`src/rtl/pipe_stage_chain.sv`:
```
// pipe_stage_chain: parametrised chain of valid/PC/payload pipeline registers
// with per-stage stall (upstream freeze plus bubble insertion) and per-stage
// flush. Optional retire counter at the chain output, built only when the
// PIPE_RETIRE_CNT_EN macro is defined.
module pipe_stage_chain #(
  parameter int unsigned WIDTH  = 32,
  parameter int unsigned PC_W   = 32,
  parameter int unsigned STAGES = 4,
  parameter int unsigned CNT_W  = 32
) (
  input  logic                     CLK,
  input  logic                     RST,
  input  logic                     in_valid,
  input  logic [PC_W-1:0]          in_pc,
  input  logic [WIDTH-1:0]         in_data,
  input  logic [STAGES-1:0]        stall,
  input  logic [STAGES-1:0]        flush,
  output logic                     in_ready,
  output logic                     out_valid,
  output logic [PC_W-1:0]          out_pc,
  output logic [WIDTH-1:0]         out_data,
  output logic [STAGES-1:0]        stage_valid,
`ifdef PIPE_RETIRE_CNT_EN
  output logic [CNT_W-1:0]         retire_cnt,
`endif
  output logic [STAGES*PC_W-1:0]   stage_pc
);

  localparam int unsigned LAST = STAGES - 1;

  // Reject configurations the chain cannot represent
  if (STAGES < 2 || CNT_W < 1) begin : g_param_check
    $error("pipe_stage_chain: STAGES must be >= 2 and CNT_W >= 1");
  end

  logic [STAGES-1:0]             hold_c;
  logic [STAGES-1:0]             valid_q, valid_d;
  logic [STAGES-1:0][PC_W-1:0]   pc_q,    pc_d;
  logic [STAGES-1:0][WIDTH-1:0]  data_q,  data_d;

  // A stall freezes its own stage and everything upstream of it
  always_comb begin
    hold_c       = '0;
    hold_c[LAST] = stall[LAST];
    for (int i = int'(LAST) - 1; i >= 0; i--) begin
      hold_c[i] = stall[i] | hold_c[i+1];
    end
  end

  // Per-stage next state: flush beats hold; a frozen predecessor feeds a bubble.
  // pc/data are left untouched on flush and bubbles so they do not toggle.
  always_comb begin
    valid_d = valid_q;
    pc_d    = pc_q;
    data_d  = data_q;

    if (flush[0]) begin
      valid_d[0] = 1'b0;
    end else if (!hold_c[0]) begin
      valid_d[0] = in_valid;
      pc_d[0]    = in_pc;
      data_d[0]  = in_data;
    end

    for (int i = 1; i < int'(STAGES); i++) begin
      if (flush[i]) begin
        valid_d[i] = 1'b0;
      end else if (!hold_c[i]) begin
        if (hold_c[i-1]) begin
          valid_d[i] = 1'b0;
        end else begin
          valid_d[i] = valid_q[i-1];
          pc_d[i]    = pc_q[i-1];
          data_d[i]  = data_q[i-1];
        end
      end
    end
  end

  // Stage registers, synchronous reset
  always_ff @(posedge CLK) begin
    if (RST) begin
      valid_q <= '0;
      pc_q    <= '0;
      data_q  <= '0;
    end else begin
      valid_q <= valid_d;
      pc_q    <= pc_d;
      data_q  <= data_d;
    end
  end

  assign in_ready    = ~hold_c[0];
  assign out_valid   = valid_q[LAST];
  assign out_pc      = pc_q[LAST];
  assign out_data    = data_q[LAST];
  assign stage_valid = valid_q;
  assign stage_pc    = pc_q;

`ifdef PIPE_RETIRE_CNT_EN
  logic             retire_c;
  logic [CNT_W-1:0] retire_cnt_q, retire_cnt_d;

  // A valid last stage that is neither frozen nor killed retires this edge
  always_comb begin
    retire_c     = valid_q[LAST] & ~stall[LAST] & ~flush[LAST];
    retire_cnt_d = retire_cnt_q + CNT_W'(retire_c);
  end

  // Retire counter, wraps naturally at 2^CNT_W
  always_ff @(posedge CLK) begin
    if (RST) begin
      retire_cnt_q <= '0;
    end else begin
      retire_cnt_q <= retire_cnt_d;
    end
  end

  assign retire_cnt = retire_cnt_q;
`endif

endmodule

```
`config.mk`:
```
export PLATFORM = sky130hd
export DESIGN_NAME = pipe_stage_chain
export DESIGN_NICKNAME = d
export VERILOG_FILES = /design/src/rtl/pipe_stage_chain.sv
export SDC_FILE = /design/constraint.sdc
export NUM_CORES = 1
export LEC_CHECK = 0
export CAP_MARGIN = 30
export CORE_MARGIN = 4
export CORE_UTILIZATION = 49
export CTS_CLUSTER_SIZE = 8
export DETAILED_ROUTE_END_ITERATION = 16
export GPL_ROUTABILITY_DRIVEN = 0
export PLACE_DENSITY = 0.86
export SKIP_CTS_REPAIR_TIMING = 1
export SLEW_MARGIN = 10
export SYNTH_ARGS = -nofsm -noshare
export SYNTH_HDL_FRONTEND = slang
export SYNTH_SLANG_ARGS = --single-unit
```
`constraint.sdc`:
```
create_clock -name CLK -period 2.64 [get_ports CLK]
set_input_delay 0.66 -clock CLK [delete_from_list [all_inputs] [get_ports CLK]]
set_output_delay 0.66 -clock CLK [all_outputs]
set_load 0.03 [all_outputs]
```
### Word level (Yosys, flattened, before mapping)

Cells that the tools add are included.

| cells by class | value |
|---|---|
| add/subtract/negate cells | 0 |
| multipliers | 0 |
| divide/modulo/power cells | 0 |
| $lt $le $gt $ge | 0 |
| equality and inequality tests | 0 |
| shifts and indexed selects | 0 |
| multiplexer cells | 3 |
| bitwise gates (word level) | 11 |
| reduce and logical (&&, ||, !) cells | 8 |

Operators by type and width:

| operator | count |
|---|---|
| 3-bit AND reduction | 3 |
| 1-bit NOT | 8 |
| 2-bit OR reduction | 4 |
| 1-bit two-way mux | 3 |
| 1-bit OR | 3 |
| 2-bit AND reduction | 1 |

| word-level totals | value |
|---|---|
| register bits | 260 |
| latch bits | 0 |
| RAM bits | 0 |
| bits in read-only memories | 0 |
| bits of input ports | 75 |
| output and inout bits | 198 |
| logic and storage cells | 34 |
| memories kept | 0 |

### Depth between registers and ports, before layout

Gate-level depths: netlist of run 1.

| logic depth | value |
|---|---|
| depth after elaboration | 5 |
| mapped depth | 8 |
| depth with buffers taken out | 4 |

### Worst setup path before layout of run 1

Ideal clock, no wire load.

| path | value |
|---|---|
| path kind | input to output |
| from | in stall[2] |
| to | out in_ready |
| data arrival time | 1.591 ns |
| required time | 1.980 ns |
| setup slack | 0.389 ns |
| stages | 4 |
| path buffers | 2 |
| cells stage by stage | buf_2 or4_4 buf_6 inv_2 |

| on the way | value |
|---|---|
| cells in the longest elaborated chain, start to end | 4 |

Ends and longest elaborated chain:

| item | line | text |
|---|---|---|
| start, declared | 16 | `input logic [STAGES-1:0] stall,` |
| 1-bit OR (3 in series) | 46 | `hold_c[i] = stall[i] \| hold_c[i+1];` |
| 1-bit NOT (no source line) | n/a |  |
| end, declared | 18 | `output logic in_ready,` |

Every way passes these cells.

### Final worst setup path of run 1

| path | value |
|---|---|
| from | in stall[3] |
| to | out in_ready |

Same word-level chain as after synthesis.

==> run metrics, run 1 <==
max incr delay on CP 600 ps; fin crit period 2610 ps; setup TNS 0 ps; dominant cell type by area after synthesis dfxtp_1; total clock sinks 260; final wirelength 28.8 mm; Avg WL per Cell 17.3 um; final hold vios 0; post-route ant nets 0; Buf/Inv on CP 3; clk root buf clkbuf_16; clk_lat worst skew 500 ps; Yosys cell types 26; area grow syn2layout 33.5%; vias after detailed routing 8488; FP Rows 53; diode count 0; Syn Nets 1280; Die W 154 um; MaxCap Viol Count 0; IO Pins 273; Max Slew Vio Count 0; P_leak 4.66 nW; clock-pin slew on the worst setup and hold paths 50 ps; global-route wire length before repair 44.6 mm; Initial Utilization 49.7%; Post-Syn Area 10400 um^2; Final setup viols 0; drt drc 0; Max Fclk 0.383 GHz; Crit Path Category in2out; clock tree buffer depth 3; final core utilization 66.3%; Top delay family on crit path buffers and inverters; Worst-Margin Slew 525 ps; Hold Crit Class reg2reg; crit path DAT 1950 ps; fill count 1638; vias in the first global route 8138; status completed; Port Buf Inserts 272; number of iterations in the first detailed-routing pass 5; placed wire-length estimate 19.4 mm; yosys warns 0; CP required 1980 ps; Area contributors post-synth dfxtp_1 50%, nand2_1 9.2%, nand2b_1 7.7%; largest net degree at the start of global routing 84; core area 21000 um^2; gr usage total 23.2%; grt ovf 0; proportion of layout cells with a drive suffix above 1 5.62%; RSZ-0062 raised after global routing no; CP startpoint kind input pin; top-area cell type share of the netlist area 49.8%; sequential area share after synthesis 49.8%; mean area per synthesized cell 8.67 um^2; number of synthesized register bits 260; most common cell after layout, fill and taps aside clkdlybuf4s50_1; post-synthesis cell count 1205; Fin Clk Skew 12.9 ps; PD cells 627 nW/um^2; crit-path cells clkdlybuf4s50_1 -> or4_4 -> inv_2 -> buf_12; chip height 154 um; most frequent cells in the layout 269 x clkdlybuf4s50_1, 260 x dfxtp_1, 257 x nand2_1; final net count 1460; CTS Buf Count 38; peak supply drop 0.540 mV; initial detailed-routing violation count 494; crit share post-route 98.9%; initial antenna violation count 0; CTS tree built; Vias/cell 5.11; Rel. slew slack 65.0%; CTS HTree Levels 2; die area 23700 um^2; Crit. End Element primary output; CP max-delay cell or4_4; crit-path max FO 3
sequential cells by signal (all words and copies together) (netlist names):
register	flops
data_q	96
stage_pc	96
out_data	32
out_pc	32
stage_valid	4
path summary, 6_finish.rpt:
path,from,end,slack [ps],depth (start not counted)
worst min register to register,data_q[42]$_SDFFE_PP0P_,data_q[74]$_SDFFE_PP0P_,450,2
worst min-delay path,data_q[42]$_SDFFE_PP0P_,data_q[74]$_SDFFE_PP0P_,450,2
worst max-delay path,stall[3],in_ready,30,4
worst max register to register,stage_pc[53]$_SDFFE_PP0P_,stage_pc[53]$_SDFFE_PP0P_,1750,3
power breakdown:
part	total (mW)	switching (mW)	internal (mW)
Combinational	0.416	0.220	0.196
Sequential	3.95	0.00596	3.95
Clock	4.37	1.57	2.79
Total	8.74	1.80	6.94
layout make-up:
cell class	count	area, um^2	area share [%]
Timing Repair Buffer	297	3080	22.1
Tap cell	275	344	2.47
Multi-Input combinational cell	786	4250	30.5
Sequential cell	260	5200	37.3
Clock inverter	1	30.0	0.215
Clock buffer	41	1030	7.36
Inverter	2	7.51	0.0539
cell families after synthesis:
logic type	after synthesis	share of synthesized area, %
simple gates	461	21.7
compound gates	260	12.5
flops	260	49.8
buf+inv	159	9.71
mux	65	6.23
cells in the mapped netlist:
library cell    n
dfxtp_1       260
nand2_1       257
a21oi_1       129
nand2b_1      129
clkbuf_1       74
o21ai_1        70
buf_4          65
mux2i_1        65
nor2b_1        64
o21ai_0        59
buf_6          10
buf_12          6
nor3_1          4
a211oi_1        1
a2bb2oi_1       1
buf_1           1
buf_2           1
inv_1           1
inv_2           1
nor2_8          1
nor3_2          1
nor3b_1         1
nor4_2          1
or3_1           1
or4_1           1
or4_4           1
worst reg2reg max path, delay by kind of cell, from the launching register on:
| kind | cells | cell delay, ps |
|---|---|---|
| compound gates | 2 | 230 |
| flops | 1 | 400 |
| simple gates | 1 | 190 |
per-stage QoR:
stage | hold slack (ps) | cell area (um^2) | total power [mW] | instances | setup WS (ps)
5_1_grt | 457 | 13900 | 9.00 | 1662 | 19.3
3_3_place_gp | 433 | 12900 | 4.44 | 1620 | 77.4
6_report | 446 | 13900 | 8.74 | 1662 | 28.5
4_1_cts | 447 | 13900 | 8.82 | 1662 | 36.3
3_5_place_dp | 438 | 12900 | 4.45 | 1620 | 11.7
2_1_floorplan | 427 | 10400 | 4.24 | 1205 | 389
routing by layer:
layer | GRT usage (%) | part of all wire [%]
met2 | 37.0 | 47
met3 | 4.76 | 6.2
met1 | 30.6 | 43
met4 | 10.2 | 4.1
met5 | 0 | 0
(Power assumes the default switching activity.)
==> run 2: changes to the inputs <==
CORE_UTILIZATION = 42   (was 49)
PLACE_DENSITY = 0.77   (was 0.86)
==> run 2 against run 1 <==
Compared with the run above:
- sequential power about the same
- clock-buffer cell count unchanged
- core utilization is 9.0 points lower
- clock power barely moved
- flip-flop and latch count unchanged
- global-route usage decreased by 2.9 points
- power about the same
==> run metrics, run 2 (synthesized netlist as in run 1, its figures left out) <==
MaxCap Viol Count 0 (unchanged); crit path DAT 1930 ps (-20 ps); CP startpoint kind input pin; initial antenna violation count 1 (+1); Final setup viols 0 (unchanged); Pint 6.93 mW (about the same); P_leak 4.66 nW (about the same); grt ovf 0 (unchanged); Port Buf Inserts 272 (unchanged); area grow syn2layout 33.8%; drt drc 0 (unchanged); largest net degree at the start of global routing 78 (-7.1%); CP required 1980 ps (about the same); Net Sw Frac 20.6% (+0.031 points); crit-path cells clkdlybuf4s50_1 -> or4_4 -> inv_2 -> buf_12; proportion of layout cells with a drive suffix above 1 5.83% (+0.20 points); vias after detailed routing 8476 (-0.14%); crit-path max FO 3 (unchanged); Vias/cell 4.94 (-3.2%); vias in the first global route 8128 (-0.12%); Die W 166 um (+7.6%); gr usage total 20.3% (-2.9 points); clk_lat worst skew 500 ps (about the same); Max Fclk 0.386 GHz (+0.91%); Reg2Reg Depth 4 (+1); chip height 166 um (+7.6%); final hold vios 0 (unchanged); PD cells 625 nW/um^2 (-0.27%); post-route ant nets 0 (unchanged); RSZ-0062 raised after global routing no; placed wire-length estimate 19.8 mm (+2.2%); most frequent cells in the layout 269 x clkdlybuf4s50_1, 260 x dfxtp_1, 257 x nand2_1; max incr delay on CP 580 ps (-20 ps); setup TNS 0 ps (unchanged); CTS tree built; most common cell after layout, fill and taps aside clkdlybuf4s50_1; total clock sinks 260 (unchanged); sequential power share 45.3% (about the same); fin crit period 2590 ps (-23.6 ps); Fin Clk Skew 17.4 ps (+4.44 ps); global-route wire length before repair 45.9 mm (+2.9%); Worst-Margin Slew 472 ps (-53.3 ps); final net count 1463 (+0.21%); CTS HTree Levels 2 (unchanged); IO Pins 273 (unchanged); initial detailed-routing violation count 552 (+12%); die area 27500 um^2 (+16%); Rel. slew slack 68.5% (+3.6 points); clk root buf clkbuf_16; Initial Utilization 42.8% (-6.9 points); Avg WL per Cell 17.0 um (-2.0%); number of iterations in the first detailed-routing pass 5 (unchanged); hold path cells 2 (unchanged); status completed; Crit Path Category in2out; Crit. End Element primary output; switching power 1.80 mW (+0.14%); peak supply drop 0.421 mV (-22%); fill count 2184 (+33%); crit share post-route 98.0% (-0.89 points); Max Slew Vio Count 0 (unchanged); Gate power share 4.8% (about the same); clock tree buffer depth 3 (unchanged); worst hold margin 440 ps (-6.03 ps); Non-Filler Instances 1715 (+3.2%); final wirelength 29.1 mm (+1.1%); core area 24400 um^2 (+16%); CP max-delay cell or4_4; FP Rows 57 (+7.5%); Cell Count Post-Placement 1672 (+3.2%); clock-pin slew on the worst setup and hold paths 50 ps (about the same); Hold Crit Class reg2reg; Clock power frac 50.0% (about the same); CTS Buf Count 38 (unchanged)
-- run 2: final timing paths --
path / startpoint / to / slack, ps
worst max-delay path: stall[3] / in_ready / 50
worst min-delay path: data_q[89]$_SDFFE_PP0P_ / out_data[25]$_SDFFE_PP0P_ / 440
worst max register to register: stage_pc[33]$_SDFFE_PP0P_ / stage_pc[33]$_SDFFE_PP0P_ / 1770
worst min register to register: data_q[89]$_SDFFE_PP0P_ / out_data[25]$_SDFFE_PP0P_ / 440
-- run 2: power by group through the flow --
| stage | clock network (mW) | registers [mW] | logic [mW] |
|---|---|---|---|
| global placement | 0 | 4.03 | 0.417 |
| finish | 4.36 | 3.95 | 0.418 |
| global route | 4.63 | 3.95 | 0.447 |
| detailed placement | 0 | 4.03 | 0.419 |
| CTS | 4.46 | 3.95 | 0.420 |
| floorplan | 0 | 4.04 | 0.200 |
-- run 2: routing by layer --
metal,routed length (um),vias up,global-route usage (%)
met5,13,-,0
met1,13200,3899,27.7
met3,1670,70,4.19
met4,1030,2,7.89
met2,13200,289,31.8
li1,-,4216,-
-- run 2: worst max-delay path, delay by kind of cell --
family	cells	cell delay, ps
buffers and inverters	3	680
AND/OR/NAND/NOR	1	580
-- run 2: cell type report --
cell class	count	area (um^2)	area share, %
Clock buffer	41	1030	7.34
Multi-Input combinational cell	786	4250	30.4
Sequential cell	260	5200	37.2
Inverter	2	7.51	0.0537
Tap cell	324	405	2.90
Timing Repair Buffer	300	3050	21.9
Antenna cell	1	2.50	0.0179
Clock inverter	1	30.0	0.215
-- run 2: stage by stage --
| stage | setup WS (ps) | util, % | area, um^2 | power, mW |
|---|---|---|---|---|
| floorplan | 389 | - | 10400 | 4.24 |
| global route | 44.2 | 57.3 | 14000 | 9.02 |
| detailed placement | 43.3 | 53.0 | 12900 | 4.45 |
| finish | 52.1 | 57.3 | 14000 | 8.74 |
| global placement | 94.0 | 53.0 | 12900 | 4.45 |
| CTS | 66.8 | 57.3 | 14000 | 8.83 |
